<file path="config.mk">
export PLATFORM = sky130hd
export DESIGN_NAME = fi_campaign_ctrl_flat
export DESIGN_NICKNAME = d
export VERILOG_FILES = /design/src/rtl/fi_campaign_ctrl_if.sv /design/src/rtl/fi_campaign_ctrl.sv /design/src/flat_wrapper.sv
export SDC_FILE = /design/constraint.sdc
export NUM_CORES = 1
export LEC_CHECK = 0
export BUFFER_PORTS_ARGS = -buffer_cell sky130_fd_sc_hd__buf_2
export CAP_MARGIN = 40
export CORE_UTILIZATION = 50
export DETAILED_ROUTE_END_ITERATION = 12
export PLACE_DENSITY = 0.76
export SETUP_SLACK_MARGIN = 0.1
export SLEW_MARGIN = 20
export SYNTH_ARGS = -nofsm -noshare
export SYNTH_HDL_FRONTEND = slang
export SYNTH_SLANG_ARGS = --single-unit
</file>
<file path="constraint.sdc">
create_clock -name clk -period 2.37 [get_ports clk]
set_input_delay 0.237 -clock clk [delete_from_list [all_inputs] [get_ports clk]]
set_output_delay 0.237 -clock clk [all_outputs]
set_load 0.01 [all_outputs]
</file>
<file path="src/rtl/fi_campaign_ctrl_if.sv">
// rtl/fi_campaign_ctrl_if.sv - campaign descriptor handshake interface for fi_campaign_ctrl
interface fi_campaign_ctrl_if #(
  parameter int address_width = 8,
  parameter int counter_width = 32
);
  logic                     cfg_valid;
  logic                     cfg_ready;
  logic [address_width-1:0] cfg_addr;
  logic [address_width-1:0] cfg_stride;
  logic [counter_width-1:0] cfg_delay;
  logic [counter_width-1:0] cfg_pulse;
  logic [counter_width-1:0] cfg_count;

  // Sequencer / CSR side: presents descriptors
  modport master (
    output cfg_valid, cfg_addr, cfg_stride, cfg_delay, cfg_pulse, cfg_count,
    input  cfg_ready
  );

  // Controller side: accepts descriptors
  modport slave (
    input  cfg_valid, cfg_addr, cfg_stride, cfg_delay, cfg_pulse, cfg_count,
    output cfg_ready
  );
endinterface

</file>
<file path="src/rtl/fi_campaign_ctrl.sv">
// rtl/fi_campaign_ctrl.sv - fault-injection campaign sequencer driving a one-hot fault vector (optional FI_JITTER_EN delay jitter)
module fi_campaign_ctrl #(
  parameter int N             = 256,
  parameter int address_width = 8,
  parameter int counter_width = 32
) (
  input  logic            clk,
  input  logic            rstn,
  fi_campaign_ctrl_if.slave cfg,
  input  logic            abort,
  output logic            busy,
  output logic            done,
  output logic            aborted,
  output logic [N-1:0]    fi_out
);

  localparam logic [1:0] S_IDLE = 2'd0;
  localparam logic [1:0] S_WAIT = 2'd1;
  localparam logic [1:0] S_FIRE = 2'd2;
  localparam logic [1:0] S_FIN  = 2'd3;

  // Shifting past the top bit naturally yields zero, so out-of-range targets fire nothing
  localparam logic [N-1:0] ONE = {{(N-1){1'b0}}, 1'b1};

  logic [1:0]               state_q, state_d;
  logic [address_width-1:0] addr_q, addr_d;
  logic [address_width-1:0] stride_q, stride_d;
  logic [counter_width-1:0] delay_q, delay_d;
  logic [counter_width-1:0] pulse_q, pulse_d;
  logic [counter_width-1:0] remaining_q, remaining_d;
  logic [counter_width-1:0] dcnt_q, dcnt_d;
  logic [counter_width-1:0] pcnt_q, pcnt_d;
  logic [N-1:0]             fi_out_q, fi_out_d;
  logic                     busy_q, busy_d;
  logic                     done_q, done_d;
  logic                     aborted_q, aborted_d;
  logic                     ready_q, ready_d;

  logic                     accept;
  logic [counter_width-1:0] wait_delay;
  logic [counter_width-1:0] dload;
  logic [counter_width-1:0] pload;
  logic                     shot_load;

  assign accept     = cfg.cfg_valid & ready_q;
  // At accept the descriptor is still on the bus; later shots use the captured copy
  assign wait_delay = (state_q == S_IDLE) ? cfg.cfg_delay : delay_q;
  assign pload      = (pulse_q == '0) ? '0 : pulse_q - 1'b1;

`ifdef FI_JITTER_EN
  logic [15:0]              lfsr_q, lfsr_d;
  logic [counter_width:0]   dsum;

  // Delay plus LFSR jitter, saturating at the counter ceiling
  always_comb begin
    dsum   = {1'b0, wait_delay} + {{(counter_width-3){1'b0}}, lfsr_q[3:0]};
    dload  = dsum[counter_width] ? '1 : dsum[counter_width-1:0];
    lfsr_d = lfsr_q;
    if (shot_load) lfsr_d = {lfsr_q[14:0], lfsr_q[15] ^ lfsr_q[13] ^ lfsr_q[12] ^ lfsr_q[10]};
  end

  // LFSR state, advances once per WAIT load
  always_ff @(posedge clk or negedge rstn) begin
    if (!rstn) lfsr_q <= 16'hACE1;
    else       lfsr_q <= lfsr_d;
  end
`else
  assign dload = wait_delay;
`endif

  // Next-state logic for the campaign FSM and its counters
  always_comb begin
    state_d     = state_q;
    addr_d      = addr_q;
    stride_d    = stride_q;
    delay_d     = delay_q;
    pulse_d     = pulse_q;
    remaining_d = remaining_q;
    dcnt_d      = dcnt_q;
    pcnt_d      = pcnt_q;
    fi_out_d    = '0;
    busy_d      = busy_q;
    done_d      = 1'b0;
    aborted_d   = aborted_q;
    ready_d     = ready_q;
    shot_load   = 1'b0;

    case (state_q)
      S_IDLE: begin
        if (accept) begin
          addr_d      = cfg.cfg_addr;
          stride_d    = cfg.cfg_stride;
          delay_d     = cfg.cfg_delay;
          pulse_d     = cfg.cfg_pulse;
          remaining_d = cfg.cfg_count;
          aborted_d   = 1'b0;
          ready_d     = 1'b0;
          if (cfg.cfg_count == '0) begin
            state_d = S_FIN;
            done_d  = 1'b1;
          end else begin
            state_d   = S_WAIT;
            dcnt_d    = dload;
            busy_d    = 1'b1;
            shot_load = 1'b1;
          end
        end
      end

      S_WAIT: begin
        if (abort) begin
          state_d   = S_FIN;
          done_d    = 1'b1;
          aborted_d = 1'b1;
          busy_d    = 1'b0;
        end else if (dcnt_q == '0) begin
          state_d  = S_FIRE;
          pcnt_d   = pload;
          fi_out_d = ONE << addr_q;
        end else begin
          dcnt_d = dcnt_q - 1'b1;
        end
      end

      S_FIRE: begin
        if (abort) begin
          state_d   = S_FIN;
          done_d    = 1'b1;
          aborted_d = 1'b1;
          busy_d    = 1'b0;
        end else if (pcnt_q == '0) begin
          remaining_d = remaining_q - 1'b1;
          addr_d      = addr_q + stride_q;
          if (remaining_q == {{(counter_width-1){1'b0}}, 1'b1}) begin
            state_d = S_FIN;
            done_d  = 1'b1;
            busy_d  = 1'b0;
          end else begin
            state_d   = S_WAIT;
            dcnt_d    = dload;
            shot_load = 1'b1;
          end
        end else begin
          pcnt_d   = pcnt_q - 1'b1;
          fi_out_d = ONE << addr_q;
        end
      end

      default: begin
        state_d = S_IDLE;
        ready_d = 1'b1;
      end
    endcase
  end

  // State and output registers; reset clears the fault lines immediately
  always_ff @(posedge clk or negedge rstn) begin
    if (!rstn) begin
      state_q     <= S_IDLE;
      addr_q      <= '0;
      stride_q    <= '0;
      delay_q     <= '0;
      pulse_q     <= '0;
      remaining_q <= '0;
      dcnt_q      <= '0;
      pcnt_q      <= '0;
      fi_out_q    <= '0;
      busy_q      <= 1'b0;
      done_q      <= 1'b0;
      aborted_q   <= 1'b0;
      ready_q     <= 1'b1;
    end else begin
      state_q     <= state_d;
      addr_q      <= addr_d;
      stride_q    <= stride_d;
      delay_q     <= delay_d;
      pulse_q     <= pulse_d;
      remaining_q <= remaining_d;
      dcnt_q      <= dcnt_d;
      pcnt_q      <= pcnt_d;
      fi_out_q    <= fi_out_d;
      busy_q      <= busy_d;
      done_q      <= done_d;
      aborted_q   <= aborted_d;
      ready_q     <= ready_d;
    end
  end

  assign cfg.cfg_ready = ready_q;
  assign busy          = busy_q;
  assign done          = done_q;
  assign aborted       = aborted_q;
  assign fi_out        = fi_out_q;

endmodule

</file>
<file path="src/flat_wrapper.sv">
// flat-port wrapper written by rule: the top's interface ports become plain ports
module fi_campaign_ctrl_flat 
#(
  parameter int N             = 256,
  parameter int address_width = 8,
  parameter int counter_width = 32
)
  (clk, rstn, abort, busy, done, aborted, fi_out, cfg_cfg_valid, cfg_cfg_addr, cfg_cfg_stride, cfg_cfg_delay, cfg_cfg_pulse, cfg_cfg_count, cfg_cfg_ready);
  fi_campaign_ctrl_if #(.address_width(address_width), .counter_width(counter_width)) cfg_i ();
  input  logic clk;
  input  logic rstn;
  input  logic abort;
  output logic busy;
  output logic done;
  output logic aborted;
  output logic [N-1:0] fi_out;
  input wire logic [$bits(cfg_i.cfg_valid)-1:0] cfg_cfg_valid;
  input wire logic [$bits(cfg_i.cfg_addr)-1:0] cfg_cfg_addr;
  input wire logic [$bits(cfg_i.cfg_stride)-1:0] cfg_cfg_stride;
  input wire logic [$bits(cfg_i.cfg_delay)-1:0] cfg_cfg_delay;
  input wire logic [$bits(cfg_i.cfg_pulse)-1:0] cfg_cfg_pulse;
  input wire logic [$bits(cfg_i.cfg_count)-1:0] cfg_cfg_count;
  output wire logic [$bits(cfg_i.cfg_ready)-1:0] cfg_cfg_ready;
  assign cfg_i.cfg_valid = cfg_cfg_valid;
  assign cfg_i.cfg_addr = cfg_cfg_addr;
  assign cfg_i.cfg_stride = cfg_cfg_stride;
  assign cfg_i.cfg_delay = cfg_cfg_delay;
  assign cfg_i.cfg_pulse = cfg_cfg_pulse;
  assign cfg_i.cfg_count = cfg_cfg_count;
  assign cfg_cfg_ready = cfg_i.cfg_ready;
  fi_campaign_ctrl #(.N(N), .address_width(address_width), .counter_width(counter_width)) u_core (.clk(clk), .rstn(rstn), .cfg(cfg_i), .abort(abort), .busy(busy), .done(done), .aborted(aborted), .fi_out(fi_out));
endmodule
</file>
==> flow_metrics.env <==
export IMPL_status="finished, violations left"
export IMPL_violations="setup timing"
export IMPL_area_growth_pct=44.4
export IMPL_vias_per_cell=5.91
export IMPL_dpl_worst_slack_ns=-0.243
export IMPL_numCtsBuffers=46
export IMPL_power_leakage_nw=13.3
export IMPL_crit_arrival_ns=3.10
export IMPL_synth_xor_area_share_pct=1.29
export IMPL_cts_root_buffer="clkbuf_16"
export IMPL_rows=72
export IMPL_die_area_sq_um=40100
export IMPL_period_share_pct=111
export IMPL_setup_tns_ns=-53.90
export IMPL_grt_pass1_wl_microns=106000
export IMPL_period_needed_ns=2.63
export IMPL_wire_per_inst_microns=21.4
export IMPL_clk_insertion_delay_late_ns=0.60
export IMPL_grt_max_degree=67
export IMPL_place_hpwl_microns=41600
export IMPL_tritoncts="done"
export IMPL_regToRegStartpoint="u_core.dcnt_q[13]"
export IMPL_place_gp_congestion=0.914
export IMPL_crit_end="u_core.dcnt_q[9]"
export IMPL_clock_path_buffers=3
export IMPL_synth_seq_area_share_pct=55.7
export IMPL_grt_pass1_vias=19100
export IMPL_setup_viol=345
export IMPL_die_w_microns=200
export IMPL_relSlewSlack_pct=52.7
export IMPL_max_cap_viol_count=0
export IMPL_synth_compound_area_share_pct=12.8
export IMPL_path_class="register to register"
export IMPL_final_cell_mix="dfrtp_1 (437), buf_2 (376), nor2_1 (265), buf_4 (255), nand2_1 (134)"
export IMPL_grt_ovfl_total=0
export IMPL_port_buffers=375
export IMPL_synth_top_family_by_area="simple AND/OR/NAND/NOR gates"
export IMPL_yosys_area_share_simple_pct=19.1
export IMPL_synth_area_leaders="dfrtp_1 (56%), nor2_1 (6.1%), mux2_2 (4.4%)"
export IMPL_htreeDepth=2
export IMPL_fin_ws_ns=-0.259
export IMPL_via_count=18700
export IMPL_synthMuxAreaShare_pct=6.03
export IMPL_vdd_ir_drop_worst_mv=0.818
export IMPL_ys_flop_type="dfrtp_1"
export IMPL_synth_top_area_share_pct=55.6
export IMPL_clk_pin_slew_worst_paths_ns=0.06
export IMPL_rsz0062_at_grt="yes"
export IMPL_max_freq_mhz=380
export IMPL_power_mw=35.9
export IMPL_io_pins=376
export IMPL_initial_core_util_pct=50.8
export IMPL_yosys_warnings=0
export IMPL_cp_end_kind="register"
export IMPL_synth_top_cell_by_area="dfrtp_1"
export IMPL_ys_ff_latch=438
export IMPL_syn_nets=1993
export IMPL_p_per_area_nw_per_um2=1260
export IMPL_reg2reg_to="u_core.dcnt_q[9]"
export IMPL_utilization_pct=73.3
export IMPL_final_common_cell="dfrtp_1"
export IMPL_async_reset_ff_share_pct=100
export IMPL_synth_area_per_cell_sq_um=10.6
export IMPL_wl_microns=67900
export IMPL_coreArea_sq_um=38700
export IMPL_groute_usage_overall_pct=33.5
export IMPL_clock_skew_ns=0.0249
export IMPL_yosys_area_share_adder_pct=1.18
export IMPL_ant_nets=0
export IMPL_drt_first_iter_violations=1522
export IMPL_hold_class="input pin to register"
export IMPL_synth_distinct_cells=85
export IMPL_slew_violations=0
export IMPL_reg2reg_depth=9
export IMPL_clock_sinks=438
export IMPL_required_ns=2.84
export IMPL_fp_dieH_microns=200
export IMPL_synth_edf_count=0
export IMPL_tightest_slew_ns=0.707
export IMPL_layout_drive_gt1_share_pct=40.0
export IMPL_reg2reg_slack_ns=-0.26
export IMPL_antenna_found_initial=10
export IMPL_drc=0
export IMPL_synth_area_sq_um=19700
export IMPL_finalNetCount=2743
export IMPL_hold_ws_ns=0.0425
export IMPL_path_max_fanout=4
export IMPL_postSynthCellCount=1859
export IMPL_crit_path_start_kind="register"
export IMPL_finalHoldViolations=0
export IMPL_startpoint="u_core.dcnt_q[13]"
export IMPL_first_pass_iters=6
==> Yosys cell counts, drive strengths merged (17+ instances only) <==
cell and instances:
a21oi 55, a221o 23, a22oi 29, and2 17, buf 53, clkbuf 64
dfrtp 437, ha 17, inv 30, mux2 76, mux2i 33, nand2 137
nand3 44, nand4 19, nor2 321, nor3 72, nor4 52, o21ai 74
o31ai 26, or3 20, or4 18
==> metal layers <==
layer	routed length, microns	track usage, %	vias to the layer above
met5	23	0	-
met4	4880	21.6	4
met3	4700	6.09	355
met2	33100	56.3	1079
met1	25100	39.8	9125
li1	-	-	8164
==> logic make-up after synthesis <==
| family | Yosys count |
|---|---|
| compound gates | 338 |
| xor+xnor | 29 |
| fa+ha+maj | 18 |
| buf+inv | 148 |
| flops | 438 |
| mux | 109 |
| simple gates | 779 |
==> flip-flops by register name, indices dropped and copies added, names as in the netlist, 8 cells and up <==
name	cells
u_core.remaining_q	32
u_core.pcnt_q	32
u_core.delay_q	32
u_core.stride_q	8
u_core.addr_q	8
u_core.dcnt_q	32
u_core.pulse_q	32
u_core.fi_out	256
==> critical path: stages (launching register included) <==
cell and delay [ns]:
dfrtp_1 0.37, or2_1 0.26, or4_4 0.48, buf_6 0.15
buf_6 0.11, nor4_4 0.32, nor2_2 0.12, buf_4 0.17
a31o_2 0.23, a221o_1 0.29
==> report_power, final <==
| part | total [mW] | internal, mW | switching [mW] |
|---|---|---|---|
| clock | 7.42 | 4.26 | 3.16 |
| combinational | 17.8 | 8.50 | 9.30 |
| sequential | 10.6 | 9.18 | 1.47 |
| total | 35.9 | 21.9 | 13.9 |
==> how the worst min path moves through the flow <==
stage	startpoint	end	cells past startpoint
after floorplan	rstn	u_core.aborted	0
after global placement	rstn	u_core.delay_q[22]	1
after detailed placement	rstn	u_core.delay_q[22]	1
after CTS	cfg_cfg_addr[1]	u_core.addr_q[1]	5
after global routing	cfg_cfg_addr[1]	u_core.addr_q[1]	5
final	cfg_cfg_addr[1]	u_core.addr_q[1]	5
==> cell type report <==
type | instances | area, sq um
sequential | 438 | 11000
clock buffer | 63 | 1320
antenna | 8 | 20.0
fill | 2494 | 10300
timing repair buffer | 818 | 6190
tap | 518 | 648
inverter | 31 | 116
clock inverter | 17 | 226
multi-input combinational | 1274 | 8930
==> stage by stage <==
step / area, sq um / cells
final: 28400 / 3167
after global routing: 28400 / 3167
after CTS: 28100 / 3151
after detailed placement: 24300 / 2917
after global placement: 24300 / 2917
after floorplan: 20000 / 1859
==> timing repair <==
| action | in CTS | in global routing |
|---|---|---|
| gates resized for setup | 144 | 67 |
| hold buffers | 112 | 0 |
| gates cloned | 14 | 2 |
| endpoints found under the hold margin | 165 | 0 |
| buffers inserted | 28 | 6 |
| pin swaps | 37 | 21 |
| setup endpoints to repair | 341 | 363 |
(Power assumes the default switching activity.)
